**src/rtl/max7219_display_ctrl.sv**
```systemverilog
// MAX7219 sequencer: chip init, full refresh, then pushes only changed digits,
// intensity and shutdown updates as single register writes to a serial shifter.
module max7219_display_ctrl #(
  parameter int         DIGITS    = 8,
  parameter logic [7:0] DECODE    = 8'h00,
  parameter logic [3:0] INTENSITY = 4'h8,
  parameter int         BUSY_WAIT = 4
) (
  input  logic       clki,
  input  logic       reset,
  input  logic       wr,
  input  logic [2:0] wr_digit,
  input  logic [7:0] wr_data,
  input  logic       int_wr,
  input  logic [3:0] int_value,
  input  logic       shutdown,
  output logic       set,
  output logic [3:0] address,
  output logic [7:0] data,
  input  logic       busy,
  output logic       init_done,
  output logic       idle,
  output logic       err
);

  localparam int         CW        = (BUSY_WAIT > 1) ? $clog2(BUSY_WAIT) : 1;
  localparam logic [3:0] DIG_N     = 4'(DIGITS);
  localparam logic [7:0] DIRTY_ALL = 8'((1 << DIGITS) - 1);

  typedef enum logic [1:0] {T_INIT, T_REFRESH, T_IDLE} top_e;
  typedef enum logic [1:0] {X_DECIDE, X_ISSUE, X_WAIT_HI, X_WAIT_LO} xfer_e;

  top_e          top_q, top_d;
  xfer_e         xs_q, xs_d;
  logic [2:0]    step_q, step_d;
  logic [3:0]    addr_q, addr_d;
  logic [7:0]    data_q, data_d;
  logic [CW-1:0] cnt_q, cnt_d;
  logic          done_q, done_d;
  logic          err_q, err_d;
  logic [7:0]    dirty_q, dirty_d;
  logic [7:0]    buf_q [8];
  logic [7:0]    buf_d [8];
  logic [3:0]    int_val_q, int_val_d;
  logic          int_pend_q, int_pend_d;
  logic          shut_sent_q, shut_sent_d;

  logic          dig_found;
  logic [2:0]    dig_sel;
  logic [3:0]    init_addr;
  logic [7:0]    init_data;

  always_comb begin
    dig_found = 1'b0;
    dig_sel   = '0;
    for (int unsigned i = 0; i < 8; i++) begin
      if (!dig_found && dirty_q[3'(i)]) begin
        dig_found = 1'b1;
        dig_sel   = 3'(i);
      end
    end
  end

  always_comb begin
    case (step_q)
      3'd0:    begin init_addr = 4'hF; init_data = 8'h00;               end
      3'd1:    begin init_addr = 4'hB; init_data = 8'(DIGITS - 1);      end
      3'd2:    begin init_addr = 4'h9; init_data = DECODE;              end
      3'd3:    begin init_addr = 4'hA; init_data = {4'h0, INTENSITY};   end
      default: begin init_addr = 4'hC; init_data = {7'h00, ~shutdown};  end
    endcase
  end

  always_comb begin
    top_d       = top_q;
    xs_d        = xs_q;
    step_d      = step_q;
    addr_d      = addr_q;
    data_d      = data_q;
    cnt_d       = cnt_q;
    done_d      = done_q;
    err_d       = err_q;
    dirty_d     = dirty_q;
    buf_d       = buf_q;
    int_val_d   = int_val_q;
    int_pend_d  = int_pend_q;
    shut_sent_d = shut_sent_q;

    // Dirty/pending flags drop as ISSUE is entered; the strobe handling below
    // runs afterwards so a same-cycle write re-arms them.
    case (xs_q)
      X_DECIDE: begin
        case (top_q)
          T_INIT: begin
            if (step_q <= 3'd4) begin
              addr_d = init_addr;
              data_d = init_data;
              step_d = step_q + 3'd1;
              xs_d   = X_ISSUE;
              if (step_q == 3'd4) shut_sent_d = shutdown;
            end else begin
              top_d = T_REFRESH;
            end
          end
          T_REFRESH: begin
            if (dig_found) begin
              addr_d           = {1'b0, dig_sel} + 4'd1;
              data_d           = buf_q[dig_sel];
              dirty_d[dig_sel] = 1'b0;
              xs_d             = X_ISSUE;
            end else begin
              done_d = 1'b1;
              top_d  = T_IDLE;
            end
          end
          default: begin
            if (shutdown != shut_sent_q) begin
              addr_d      = 4'hC;
              data_d      = {7'h00, ~shutdown};
              shut_sent_d = shutdown;
              xs_d        = X_ISSUE;
            end else if (int_pend_q) begin
              addr_d     = 4'hA;
              data_d     = {4'h0, int_val_q};
              int_pend_d = 1'b0;
              xs_d       = X_ISSUE;
            end else if (dig_found) begin
              addr_d           = {1'b0, dig_sel} + 4'd1;
              data_d           = buf_q[dig_sel];
              dirty_d[dig_sel] = 1'b0;
              xs_d             = X_ISSUE;
            end
          end
        endcase
      end
      X_ISSUE: begin
        cnt_d = '0;
        xs_d  = X_WAIT_HI;
      end
      X_WAIT_HI: begin
        if (busy) begin
          xs_d = X_WAIT_LO;
        end else if (cnt_q == CW'(BUSY_WAIT - 1)) begin
          err_d = 1'b1;
          xs_d  = X_DECIDE;
        end else begin
          cnt_d = cnt_q + 1'b1;
        end
      end
      default: begin
        if (!busy) xs_d = X_DECIDE;
      end
    endcase

    if (int_wr) begin
      int_val_d  = int_value;
      int_pend_d = 1'b1;
    end
    if (wr && ({1'b0, wr_digit} < DIG_N)) begin
      dirty_d[wr_digit] = 1'b1;
      buf_d[wr_digit]   = wr_data;
    end
  end

  always_ff @(posedge clki or negedge reset) begin
    if (!reset) begin
      top_q       <= T_INIT;
      xs_q        <= X_DECIDE;
      step_q      <= '0;
      addr_q      <= '0;
      data_q      <= '0;
      cnt_q       <= '0;
      done_q      <= 1'b0;
      err_q       <= 1'b0;
      dirty_q     <= DIRTY_ALL;
      buf_q       <= '{default: '0};
      int_val_q   <= INTENSITY;
      int_pend_q  <= 1'b0;
      shut_sent_q <= 1'b1;
    end else begin
      top_q       <= top_d;
      xs_q        <= xs_d;
      step_q      <= step_d;
      addr_q      <= addr_d;
      data_q      <= data_d;
      cnt_q       <= cnt_d;
      done_q      <= done_d;
      err_q       <= err_d;
      dirty_q     <= dirty_d;
      buf_q       <= buf_d;
      int_val_q   <= int_val_d;
      int_pend_q  <= int_pend_d;
      shut_sent_q <= shut_sent_d;
    end
  end

  assign set       = (xs_q == X_ISSUE);
  assign address   = addr_q;
  assign data      = data_q;
  assign init_done = done_q;
  assign err       = err_q;
  assign idle      = (top_q == T_IDLE) && (xs_q == X_DECIDE) && (dirty_q == '0) &&
                     !int_pend_q && (shutdown == shut_sent_q);

endmodule

```
**config.mk**
```make
export PLATFORM = sky130hd
export DESIGN_NAME = max7219_display_ctrl
export DESIGN_NICKNAME = d
export VERILOG_FILES = /design/src/rtl/max7219_display_ctrl.sv
export SDC_FILE = /design/constraint.sdc
export NUM_CORES = 1
export LEC_CHECK = 0
export BUFFER_PORTS_ARGS = -buffer_cell sky130_fd_sc_hd__buf_2
export CORE_ASPECT_RATIO = 1.1
export CORE_MARGIN = 1
export CORE_UTILIZATION = 50
export CTS_BUF_LIST = sky130_fd_sc_hd__clkbuf_4 sky130_fd_sc_hd__clkbuf_8
export DETAILED_ROUTE_END_ITERATION = 16
export HOLD_SLACK_MARGIN = 0.06
export PLACE_DENSITY = 0.8
export SLEW_MARGIN = 20
export SYNTH_ARGS = -nofsm -noshare
export SYNTH_HDL_FRONTEND = slang
export SYNTH_SLANG_ARGS = --single-unit
```
**constraint.sdc**
```tcl
create_clock -name clki -period 6.12 [get_ports clki]
set_input_delay 1.224 -clock clki [delete_from_list [all_inputs] [get_ports clki]]
set_output_delay 1.224 -clock clki [all_outputs]
set_load 0.01 [all_outputs]
```
==> impl_metrics.yaml <==
final_layout:
  mostFrequentLayoutCells: "91 x dfrtp_1, 75 x mux2_2, 41 x nand2_1, 37 x nor2_1, 35 x buf_2"
  area_growth_pct: 9.96
  layout.nets: 520
  layout.cells.most_common: "dfrtp_1"
  antenna_cells: 0
  drive_above_1_share_pct: 30.4
worst_setup_path:
  reg2reg_from: "dirty_q[1]"
  reg2reg_slack_ns: 3.15
  critPathMaxFanout: 8
  path_class: "reg2out"
  worstSetupStartpointType: "flop"
  cp.arrival_ns: 2.30
  crit_required_ns: 4.90
  critPathLaunch: "dirty_q[1]"
  endpoint_kind: "primary output"
cts:
  root_buffer: "clkbuf_8"
  cts_hold_buf: 0
  cts_setup_buffers: 0
  clockBufferDepth: 2
  clk_latency_ns: 0.38
  tritoncts: "done"
  clkTransAtPathRegs_ns: 0.10
  cts_sinks: 101
  htree_levels: 3
  ctsResizeCount: 0
  cts_made_buffers: 9
global_route:
  grt_busiest_layer: "met2"
  grt_usage_pct: 24.7
  grtUsageMet2_pct: 40.8
  grt_max_degree: 88
  use_met3_pct: 5.41
  grt_pass1_vias: 3878
  grt_antenna_before_repair: 0
  grt_pass1_wl_mm: 19.8
  grt-ovfl-total: 0
  met1_usage_pct: 32.0
floorplan:
  initial_core_util_pct: 52.4
  die_w_um: 97.4
  placementRows: 37
  die_height_um: 107
  fp.dieArea_um2: 10400
  coreArea_um2: 9540
  io_pins: 37
synthesis:
  mappedNetlistArea_um2: 5000
  synth_cell_types: 52
  synth_nets: 485
  synth-seq-cells: 101
  syn_inst: 453
  ys_seq_area_share_pct: 50.8
  ys_async_sr_fraction_pct: 100
  synth-main-ff-cell: "dfrtp_1"
  yosys_warnings: 0
  synth_edf_count: 0
  syn_area_per_cell_um2: 11.0
sta:
  setup_viol: 0
  tns_ns: 0
  maxSlewViolCount: 0
  rsz0062_at_grt: "no"
  finClkSkew_ns: 0.00946
  final-hold-violation-count: 0
  max_freq_mhz: 284
  fin_crit_sh_pct: 57.6
  max_slew_margin_pct: 39.9
  worst_pin_slew_ns: 0.893
  holdWs_ns: 0.492
  layout_min_cycle_time_ns: 3.52
detailed_routing:
  drtIter0Drc: 275
  drc: 0
  ant_nets: 0
  viasPerCell: 6.28
  wl_per_cell_um: 19.8
  drtPass1Iterations: 7
  drt_wl_total_mm: 12.1
  vias: 3829
hold_path:
  hp-start: "err"
  hp-class: "reg2reg"
placement:
  port_buffers: 36
  hpwl_mm: 8.21
  place.gp.congestion: 0.892
run:
  maxCapViolations: 0
pwr:
  p_leak_uw: 0.00237
  ir_drop_uv: 229
  cellPowerDensity_nw_per_um2: 462
run_status:
  status: "finished clean"
[sequential cells by signal (all words and copies together), names as in the netlist]
name         count
buf_q           64
data             8
dirty_q          8
address          4
int_val_q        4
step_q           3
cnt_q            2
top_q            2
xs_q             2
err              1
init_done        1
int_pend_q       1
shut_sent_q      1
[per-layer routing]
metal | wire length (um) | share of wire, % | up-vias
met1 | 5130 | 42 | 1921
met5 | 0 | 0 | -
met3 | 742 | 6.1 | 28
met2 | 5940 | 49 | 152
met4 | 277 | 2.3 | 0
li1 | - | - | 1728
[worst paths after layout]
kind	to	cells past startpoint
max in group asynchronous	buf_q[20]	2
hold reg to reg	err	1
min in group asynchronous	step_q[2]	1
setup reg to reg	data[3]	6
hold / removal	err	1
setup / recovery	idle	5
[through the flow]
stage	cells	worst slack [ns]	utilization, %	power, uW	instance area (um2)
floorplan	453	2.90	-	1750	5000
global placement	594	2.76	55.4	2020	5280
detailed placement	594	2.72	55.4	2060	5280
CTS	610	2.66	57.6	2530	5500
global route	610	2.38	57.7	2690	5500
finish	610	2.60	57.7	2540	5500
[cells in the mapped netlist, types with 3 or more instances]
master | n | area (um2)
o22ai_1 | 14 | 87.6
nor3_1 | 8 | 40.0
a21oi_1 | 15 | 75.1
a31oi_1 | 9 | 56.3
a31o_2 | 3 | 26.3
o211ai_1 | 3 | 22.5
clkbuf_1 | 13 | 48.8
nor4_1 | 6 | 37.5
nand4b_1 | 3 | 26.3
nor2_1 | 37 | 139
inv_1 | 14 | 52.6
a21o_1 | 3 | 22.5
dfstp_2 | 10 | 263
dfrtp_1 | 91 | 2280
o21ai_0 | 22 | 110
a221o_1 | 3 | 30.0
o31ai_1 | 4 | 30.0
nand3_1 | 7 | 35.0
a221oi_1 | 4 | 35.0
mux2i_1 | 4 | 40.0
o21ai_1 | 4 | 20.0
nand2_1 | 41 | 154
nand2b_1 | 7 | 43.8
mux2_2 | 75 | 845
o221ai_1 | 5 | 43.8
o21bai_1 | 3 | 22.5
ha_1 | 11 | 138
[cells by family after synthesis]
family                   count (synthesis)  share of synthesized area (%)
flip-flops                             101                           50.8
XOR/XNOR                                 2                          0.350
buffers and inverters                   32                           2.93
AO/OA/AOI/OAI                          105                           14.0
AND/OR/NAND/NOR                        123                           11.5
adder cells (fa/ha/maj)                 11                           2.75
multiplexers                            79                           17.7
[worst max-delay path: stages (launching register included)]
cell	delay [ns]
dfstp_2	0.42
or4_4	0.55
nor2_1	0.35
nand2_1	0.19
nor4_1	0.22
buf_2	0.18
[power by group]
| part | switching, uW | leakage, uW | internal (uW) | total, uW |
|---|---|---|---|---|
| Clock | 250 | 0.000103 | 207 | 458 |
| Combinational | 624 | 0.00107 | 437 | 1060 |
| Sequential | 152 | 0.00120 | 868 | 1020 |
| Total | 1030 | 0.00237 | 1510 | 2540 |
[final cells by class]
type	count	area [um2]
fill	810	4040
sequential	101	2540
multi-input combinational	320	2310
timing repair buffer	42	231
tap	117	146
clock buffer	10	138
clock inverter	6	76.3
inverter	14	52.6
No activity file was read; power rests on OpenSTA's default activity.
